--- config.mk ---
export PLATFORM = sky130hd
export DESIGN_NAME = rr_hex_arbiter
export DESIGN_NICKNAME = d
export VERILOG_FILES = /design/src/rtl/rr_hex_arbiter.sv
export SDC_FILE = /design/constraint.sdc
export NUM_CORES = 1
export LEC_CHECK = 0
export ABC_AREA = 1
export BUFFER_PORTS_ARGS = -buffer_cell sky130_fd_sc_hd__buf_4
export CORE_ASPECT_RATIO = 1.75
export CORE_UTILIZATION = 42
export DETAILED_ROUTE_END_ITERATION = 10
export PLACE_DENSITY = 0.63
export SKIP_LAST_GASP = 1
export SLEW_MARGIN = 10
export SYNTH_ARGS = -nofsm -noshare
export SYNTH_HDL_FRONTEND = slang
export SYNTH_SLANG_ARGS = --single-unit
--- constraint.sdc ---
create_clock -name clk -period 8.7 [get_ports clk]
set_input_delay 2.61 -clock clk [delete_from_list [all_inputs] [get_ports clk]]
set_output_delay 2.61 -clock clk [all_outputs]
set_load 0.01 [all_outputs]
--- src/rtl/rr_hex_arbiter.sv ---
// Round-robin arbiter for eight request lines with a programmable hold period.
// Publishes the granted slot as one-hot, binary index and active-low 7-segment code.

module rr_hex_arbiter #(
   parameter int unsigned HOLD = 4
) (
   input  logic       clk,
   input  logic       rst_n,
   input  logic       en,
   input  logic [7:0] req,
   output logic [7:0] grant,
   output logic       grant_valid,
   output logic [2:0] grant_idx,
   output logic [6:0] out_hex0
);

   localparam logic [0:0] StIdle    = 1'b0;
   localparam logic [0:0] StGrant   = 1'b1;
   localparam logic [7:0] CntReload = 8'(HOLD - 1);
   localparam logic [6:0] HexBlank  = 7'b1111111;

   function automatic logic [6:0] hex7(input logic [2:0] d);
      logic [6:0] seg;
      seg = HexBlank;
      unique case (d)
         3'd0: seg = 7'b1000000;
         3'd1: seg = 7'b1111001;
         3'd2: seg = 7'b0100100;
         3'd3: seg = 7'b0110000;
         3'd4: seg = 7'b0011001;
         3'd5: seg = 7'b0010010;
         3'd6: seg = 7'b0000010;
         3'd7: seg = 7'b1111000;
      endcase
      return seg;
   endfunction

   logic [0:0] r_state, w_state;
   logic [2:0] r_ptr,   w_ptr;
   logic [7:0] r_cnt,   w_cnt;
   logic [7:0] r_grant, w_grant;
   logic       r_valid, w_valid;
   logic [2:0] r_idx,   w_idx;
   logic [6:0] r_hex,   w_hex;

   logic [2:0]  w_base;
   logic [15:0] w_dbl;
   logic [15:0] w_dbl_sh;
   logic [7:0]  w_rot;
   logic [2:0]  w_off;
   logic        w_found;
   logic [2:0]  w_win;
   logic [2:0]  w_next_ptr;

   // While granting, the search for the next slot starts just past the holder,
   // so the holder itself is examined last.
   assign w_next_ptr = r_idx + 3'd1;
   assign w_base     = (r_state == StGrant) ? w_next_ptr : r_ptr;
   assign w_dbl      = {req, req};
   assign w_dbl_sh   = w_dbl >> w_base;
   assign w_rot      = w_dbl_sh[7:0];
   assign w_found    = |req;
   assign w_win      = w_base + w_off;

   always_comb begin
      w_off = 3'd0;
      for (int k = 7; k >= 0; k--) begin
         if (w_rot[k]) w_off = 3'(k);
      end
   end

   always_comb begin
      w_state = r_state;
      w_ptr   = r_ptr;
      w_cnt   = r_cnt;
      w_grant = r_grant;
      w_valid = r_valid;
      w_idx   = r_idx;
      w_hex   = r_hex;

      unique case (r_state)
         StIdle: begin
            if (en && w_found) begin
               w_state = StGrant;
               w_grant = 8'b1 << w_win;
               w_valid = 1'b1;
               w_idx   = w_win;
               w_hex   = hex7(w_win);
               w_cnt   = CntReload;
            end
         end
         StGrant: begin
            if (!en) begin
               w_state = StIdle;
               w_ptr   = w_next_ptr;
               w_cnt   = 8'd0;
               w_grant = 8'd0;
               w_valid = 1'b0;
               w_hex   = HexBlank;
            end else if (!req[r_idx] || (r_cnt == 8'd0)) begin
               w_ptr = w_next_ptr;
               if (w_found) begin
                  w_grant = 8'b1 << w_win;
                  w_idx   = w_win;
                  w_hex   = hex7(w_win);
                  w_cnt   = CntReload;
               end else begin
                  w_state = StIdle;
                  w_cnt   = 8'd0;
                  w_grant = 8'd0;
                  w_valid = 1'b0;
                  w_hex   = HexBlank;
               end
            end else begin
               w_cnt = r_cnt - 8'd1;
            end
         end
         default: begin
            w_state = StIdle;
         end
      endcase
   end

   always_ff @(posedge clk or negedge rst_n) begin
      if (!rst_n) begin
         r_state <= StIdle;
         r_ptr   <= 3'd0;
         r_cnt   <= 8'd0;
         r_grant <= 8'd0;
         r_valid <= 1'b0;
         r_idx   <= 3'd0;
         r_hex   <= HexBlank;
      end else begin
         r_state <= w_state;
         r_ptr   <= w_ptr;
         r_cnt   <= w_cnt;
         r_grant <= w_grant;
         r_valid <= w_valid;
         r_idx   <= w_idx;
         r_hex   <= w_hex;
      end
   end

   assign grant       = r_grant;
   assign grant_valid = r_valid;
   assign grant_idx   = r_idx;
   assign out_hex0    = r_hex;

`ifndef SYNTHESIS
   a_onehot : assert property (@(posedge clk) disable iff (!rst_n) $onehot0(r_grant));
   a_valid  : assert property (@(posedge clk) disable iff (!rst_n) r_valid == (r_grant != 8'd0));
`endif

endmodule

==> results of run 1 <==
==> flip-flops by register name, indices dropped and copies added (netlist names) <==
register	count
grant	8
grant_idx	3
grant_valid	1
out_hex0	7
r_cnt	8
r_ptr	3
r_state	1
==> cell type report <==
| cell class | count | area [um2] |
|---|---|---|
| inverters | 38 | 143 |
| clock buffers | 7 | 76.3 |
| flip-flops and latches | 31 | 785 |
| multi-input cells | 237 | 1300 |
| repair buffers | 29 | 218 |
| well taps | 54 | 67.6 |
| fillers | 516 | 2470 |
| clock inverters | 1 | 5.00 |
==> worst register-to-register path, delay by kind of cell, from the launching register on <==
kind / cells / cell delay [ns]
and+or+nand+nor: 13 / 1.23
DFF: 1 / 0.76
adders and majority gates: 2 / 0.95
AOI/OAI and AO/OA: 1 / 0.06
buffers and inverters: 4 / 0.57
==> cells in the final DEF, fill, tap and decap left out, types with 3 or more instances in the layout <==
cell type	instances
sky130_fd_sc_hd__a21oi_1	6
sky130_fd_sc_hd__buf_4	29
sky130_fd_sc_hd__clkbuf_8	5
sky130_fd_sc_hd__dfrtp_1	24
sky130_fd_sc_hd__dfstp_2	7
sky130_fd_sc_hd__ha_1	9
sky130_fd_sc_hd__inv_1	35
sky130_fd_sc_hd__inv_2	3
sky130_fd_sc_hd__nand2_1	96
sky130_fd_sc_hd__nand2_2	11
sky130_fd_sc_hd__nand2_4	7
sky130_fd_sc_hd__nand3_1	34
sky130_fd_sc_hd__nand3b_1	3
sky130_fd_sc_hd__nor2_1	22
sky130_fd_sc_hd__nor4_1	3
sky130_fd_sc_hd__o21ai_0	18
sky130_fd_sc_hd__xor2_1	5
==> power by group through the flow <==
stage,clock (mW),combinational [mW],sequential [mW]
2_1_floorplan,0,0.505,0.250
3_3_place_gp,0,0.671,0.249
3_5_place_dp,0,0.674,0.249
4_1_cts,0.113,0.679,0.247
5_1_grt,0.118,0.767,0.253
6_report,0.109,0.672,0.248
==> routing by layer <==
metal  up-vias  share of wire, %  track usage (%)
met3        18               2.6             2.62
met5         -                 0                0
li1       1061                 -                -
met1       917                41             23.1
met2        46                52             35.5
met4         0               4.6             11.4
==> cell families (layout without fill, tap and decap cells) <==
family	after synthesis	count (layout)	synth area share, %
AND/OR/NAND/NOR	187	187	39.8
flip-flops	31	31	34.9
AO/OA/AOI/OAI	35	35	9.95
XOR/XNOR	5	5	1.95
adder cells (fa/ha/maj)	10	10	5.89
buffers and inverters	42	75	7.56
==> cells in the mapped netlist, types with 3 or more instances <==
cell	count	area, um2
sky130_fd_sc_hd__nand3_1	34	170
sky130_fd_sc_hd__inv_1	35	131
sky130_fd_sc_hd__ha_1	9	113
sky130_fd_sc_hd__o21ai_0	18	90.1
sky130_fd_sc_hd__inv_2	3	11.3
sky130_fd_sc_hd__nor2_1	22	82.6
sky130_fd_sc_hd__a21oi_1	6	30.0
sky130_fd_sc_hd__nor4_1	3	18.8
sky130_fd_sc_hd__nand2_1	96	360
sky130_fd_sc_hd__dfstp_2	7	184
sky130_fd_sc_hd__nand3b_1	3	22.5
sky130_fd_sc_hd__nand2_4	7	78.8
sky130_fd_sc_hd__dfrtp_1	24	601
sky130_fd_sc_hd__nand2_2	11	68.8
sky130_fd_sc_hd__xor2_1	5	43.8
==> stage by stage <==
| stage | instance area (um2) | setup slack [ns] |
|---|---|---|
| floorplan | 2250 | 3.91 |
| detailed placement | 2510 | 3.55 |
| CTS | 2590 | 3.81 |
| finish | 2590 | 3.77 |
| global route | 2590 | 3.61 |
| global placement | 2510 | 3.61 |
==> worst paths after layout <==
check | endpoint | cells after the start | startpoint
hold reg to reg | r_ptr[2] | 2 | r_ptr[2]
hold / removal | r_ptr[2] | 2 | r_ptr[2]
setup / recovery | out_hex0[1] | 19 | req[6]
setup reg to reg | out_hex0[1] | 20 | r_state
min in group asynchronous | grant[1] | 1 | rst_n
max in group asynchronous | out_hex0[1] | 1 | rst_n
==> impl_metrics.tcl, run 1 <==
set metrics [dict create \
    status "complete, but fails checks" \
    violations_in_the_final_reports "DRC" \
    clockBufferDepth 2 \
    clk-insertion-delay-late_ns 0.28 \
    fin_cells 397 \
    drv.max_cap_violation_count 0 \
    synth_edf_count 0 \
    layout_min_cycle_time_ns 4.93 \
    dpl.hpwl_um 4050 \
    drt-total-wl_um 5190 \
    via_per_inst 5.14 \
    clk_pin_slew_ns 0.06 \
    utilization_pct 51.2 \
    cts_root_buffer "sky130_fd_sc_hd__clkbuf_8" \
    die_span_y_um 98.8 \
    power_switching_mw 0.523 \
    slowest_stage "sky130_fd_sc_hd__fa_1" \
    final_layout_size_suffix_gt1_share_pct 21.6 \
    drt_pre_antenna_iters 7 \
    place.gp.congestion 0.880 \
    initial_antenna_violation_count 0 \
    detail_route.drc_violations 4 \
    detail-route-antenna-nets 0 \
    std_cell_rows 34 \
    synthesis.yosys.warnings 0 \
    post_synth_design_cell_area_um2 2250 \
    ioPinCount 30 \
    slew_headroom_pct 56.8 \
    grt.total_usage_pct 20.3 \
    cts.repair.resized 0 \
    numPortBuffers 29 \
    grt_max_degree 32 \
    power.share.sequential_pct 24.1 \
    reg2reg_slack_ns 5.08 \
    max_rail_drop_vdd_mv 0.200 \
    cts_tree "built" \
    via_count 2042 \
    worst_setup_path_start_kind "primary input" \
    syn_avg_cell_area_um2 7.26 \
    cts-hold-fix-buffers 0 \
    worstMarginPinSlew_ns 0.647 \
    critical-path-top-delay-family "simple AND/OR/NAND/NOR gates" \
    cts.repair_timing.setup_buffer_count 0 \
    power_density_nw_per_um2 397 \
    crit_buf_inv 3 \
    max_stage_delay_ns 0.65 \
    path_common_cell "sky130_fd_sc_hd__nand2_1" \
    netlist_instances 310 \
    synthFlopType "sky130_fd_sc_hd__dfrtp_1" \
    p_comb_share_pct 65.3 \
    finalSetupTns_ns 0 \
    synth.net_count 331 \
    crit_arrival_ns 5.16 \
    cp-end-kind "flop" \
    synth.ff_latch_count 31 \
    synthDistinctLibCells 36 \
    die_x_um 57.3 \
    setup_repair_after_global_routing_missed_its_margin "no" \
    hold_class "flop to flop" \
    wl_per_cell_um 13.1 \
    power_leakage_nw 1.37 \
    area_growth_pct 15.1 \
    finalPower_mw 1.03 \
    min_period_over_period_pct 56.7 \
    cts_buffers 5 \
    cell_internal_pwr_mw 0.506 \
    initial_util_pct 44.5 \
    hold_ws_ns 0.491 \
    power_frac_clock_pct 10.6 \
    antenna_cells_inserted 0 \
    synth_seq_area_share_pct 34.9 \
    coreArea_um2 5060 \
    setup_viol 0 \
    fmax_mhz 203 \
    wire_length_of_the_first_global_routing_pass_um 8870 \
    timing_worst_setup_path_type "primary input to flop" \
    globalRoute.totalOverflow 0 \
    grt_pass1_vias 1971 \
    drt-initial-drc-count 79 \
    clock_sinks 31 \
    cp.required_ns 8.93 \
    crit_fanout 7 \
    dp.cells 389 \
    timing_hold_violations_final 0 \
    fin_skew_ns 0.00669 \
    die-area_um2 5670 \
    crit_path_cell_trace "buf_4 > nand3b_1 > nand3_1 > nand3_1 > nand2_1 > nand2_1 > nand2_1 > nand2_1 > nand2_1 > nand2_1 > nand2_1 > nand3_1 > fa_1 > inv_1 > ha_1 > nand2_1 > o21ai_0 > or2_1 > inv_1" \
    htree_num_levels 2 \
    share_of_flip_flops_with_an_asynchronous_set_or_reset_pct 100 \
    final-max-slew-violation-count 0 \
    num-nets-final 363 \
    swShare_pct 50.8 \
]
Power figures use the tool's default switching activity.
==> run 2: changes to the inputs <==
- clock period: 8.7 -> 5.1 ns (I/O delays scaled with it)
==> impl_metrics.tcl, run 2 (synthesis results as in run 1) <==
set metrics [dict create \
    fin_skew_ns 0.00531 \
    timing_hold_violations_final 0 \
    setup_viol 0 \
    crit_fanout 7 \
    drv.max_cap_violation_count 0 \
    initial_util_pct 44.5 \
    crit_arrival_ns 4.05 \
    drt_pre_antenna_iters 7 \
    die_x_um 57.3 \
    mostFrequentLayoutCell "sky130_fd_sc_hd__nand2_1" \
    dpl.hpwl_um 4060 \
    numPortBuffers 29 \
    worst_setup_path_start_kind "primary input" \
    via_per_inst 5.10 \
    setup_repair_after_global_routing_missed_its_margin "no" \
    final_layout_size_suffix_gt1_share_pct 21.6 \
    power_density_nw_per_um2 674 \
    grt_max_degree 32 \
    ioPinCount 30 \
    detail_route.drc_violations 4 \
    initial_antenna_violation_count 0 \
    cts.repair_timing.setup_buffer_count 0 \
    grt_pass1_vias 1938 \
    globalRoute.totalOverflow 0 \
    via_count 2025 \
    timing_worst_setup_path_type "primary input to flop" \
    stdcell_area_um2 2590 \
    wire_length_of_the_first_global_routing_pass_um 8730 \
    clk-insertion-delay-late_ns 0.28 \
    slew_headroom_pct 57.1 \
    place.gp.congestion 0.891 \
    clock_sinks 31 \
    clk_pin_slew_ns 0.07 \
    area_growth_pct 15.1 \
    detail-route-antenna-nets 0 \
    final-max-slew-violation-count 0 \
    num-nets-final 363 \
    worstMarginPinSlew_ns 0.643 \
    antenna_cells_inserted 0 \
    status "complete, but fails checks" \
    min_period_over_period_pct 74.9 \
    drt-initial-drc-count 87 \
    hold_class "flop to flop" \
    die_span_y_um 98.8 \
    cts.repair.resized 0 \
    finalPower_mw 1.75 \
    coreArea_um2 5060 \
    fmax_mhz 262 \
    cts_buffers 5 \
    die-area_um2 5670 \
    reg2reg_slack_ns 1.50 \
    wl_per_cell_um 12.9 \
    cp-end-kind "flop" \
    placed_area_um2 2510 \
    power_leakage_nw 1.37 \
    cp.required_ns 5.33 \
    cts_root_buffer "sky130_fd_sc_hd__clkbuf_8" \
    std_cell_rows 34 \
    fillerInstances 509 \
    most-common-layout-cells "sky130_fd_sc_hd__nand2_1, sky130_fd_sc_hd__inv_1, sky130_fd_sc_hd__nand3_1, sky130_fd_sc_hd__buf_4, sky130_fd_sc_hd__dfrtp_1" \
    max_rail_drop_vdd_mv 0.332 \
    grt.total_usage_pct 19.9 \
    cts-hold-fix-buffers 0 \
    layout_min_cycle_time_ns 3.82 \
    drt-total-wl_um 5120 \
    htree_num_levels 2 \
    clockBufferDepth 2 \
    finalSetupTns_ns 0 \
    violations_in_the_final_reports "DRC" \
    cts_tree "built" \
]
-- run 2: cell counts in the layout (fill, tap and decap cells not counted) --
No cell type changed its count.
-- run 2: metal layers --
metal / global-route usage [%] / vias to the layer above / share of wire, %
met2: 34.6 / 50 / 53
li1: - / 1057 / -
met5: 0 / - / 0
met1: 22.7 / 901 / 40
met3: 3.15 / 17 / 2.6
met4: 10.7 / 0 / 4.2
-- run 2: report_power, final --
group	switching, mW	total [mW]	internal [mW]
logic	0.725	1.14	0.417
registers	0.0689	0.419	0.350
clock network	0.0890	0.185	0.0956
total	0.883	1.75	0.863
-- run 2: critical path: stages --
cell and delay [ns]:
sky130_fd_sc_hd__buf_4 0.12, sky130_fd_sc_hd__nand3b_1 0.17, sky130_fd_sc_hd__nand3_1 0.12, sky130_fd_sc_hd__nand3_1 0.14
sky130_fd_sc_hd__nand2_1 0.09, sky130_fd_sc_hd__nand2_1 0.06, sky130_fd_sc_hd__nand2_1 0.05, sky130_fd_sc_hd__nand2_1 0.04
sky130_fd_sc_hd__nand2_1 0.05, sky130_fd_sc_hd__nand2_1 0.04, sky130_fd_sc_hd__nand2_1 0.09, sky130_fd_sc_hd__nand3_1 0.09
sky130_fd_sc_hd__fa_1 0.64, sky130_fd_sc_hd__inv_1 0.12, sky130_fd_sc_hd__ha_1 0.30, sky130_fd_sc_hd__nand2_1 0.07
sky130_fd_sc_hd__o21ai_0 0.06, sky130_fd_sc_hd__or2_1 0.21, sky130_fd_sc_hd__inv_1 0.05
-- run 2: final cells by class --
type | count | area, um2 | share of cell area, %
Timing Repair Buffer | 29 | 218 | 8.41
Tap cell | 54 | 67.6 | 2.61
Clock buffer | 7 | 76.3 | 2.95
Sequential cell | 31 | 785 | 30.3
Clock inverter | 1 | 5.00 | 0.193
Inverter | 38 | 143 | 5.51
Multi-Input combinational cell | 237 | 1300 | 50.0
-- run 2: final timing paths --
| path | startpoint | depth (start not counted) | endpoint |
|---|---|---|---|
| max | req[6] | 19 | out_hex0[1] |
| max in group asynchronous | rst_n | 1 | out_hex0[1] |
| min in group asynchronous | rst_n | 1 | grant[0] |
| max reg2reg | r_state | 20 | out_hex0[1] |
| min reg2reg | grant[4] | 2 | grant[4] |
| min | grant[4] | 2 | grant[4] |
-- run 2: per-stage QoR --
| stage | utilization, % | setup WS [ns] | cells | hold WS (ns) |
|---|---|---|---|---|
| 5_1_grt | 51.2 | 1.14 | 397 | 0.506 |
| 3_5_place_dp | 49.6 | 1.03 | 389 | 0.479 |
| 6_report | 51.2 | 1.28 | 397 | 0.491 |
| 3_3_place_gp | 49.6 | 1.09 | 389 | 0.472 |
| 4_1_cts | 51.2 | 1.30 | 397 | 0.495 |
| 2_1_floorplan | - | 1.39 | 310 | 0.453 |
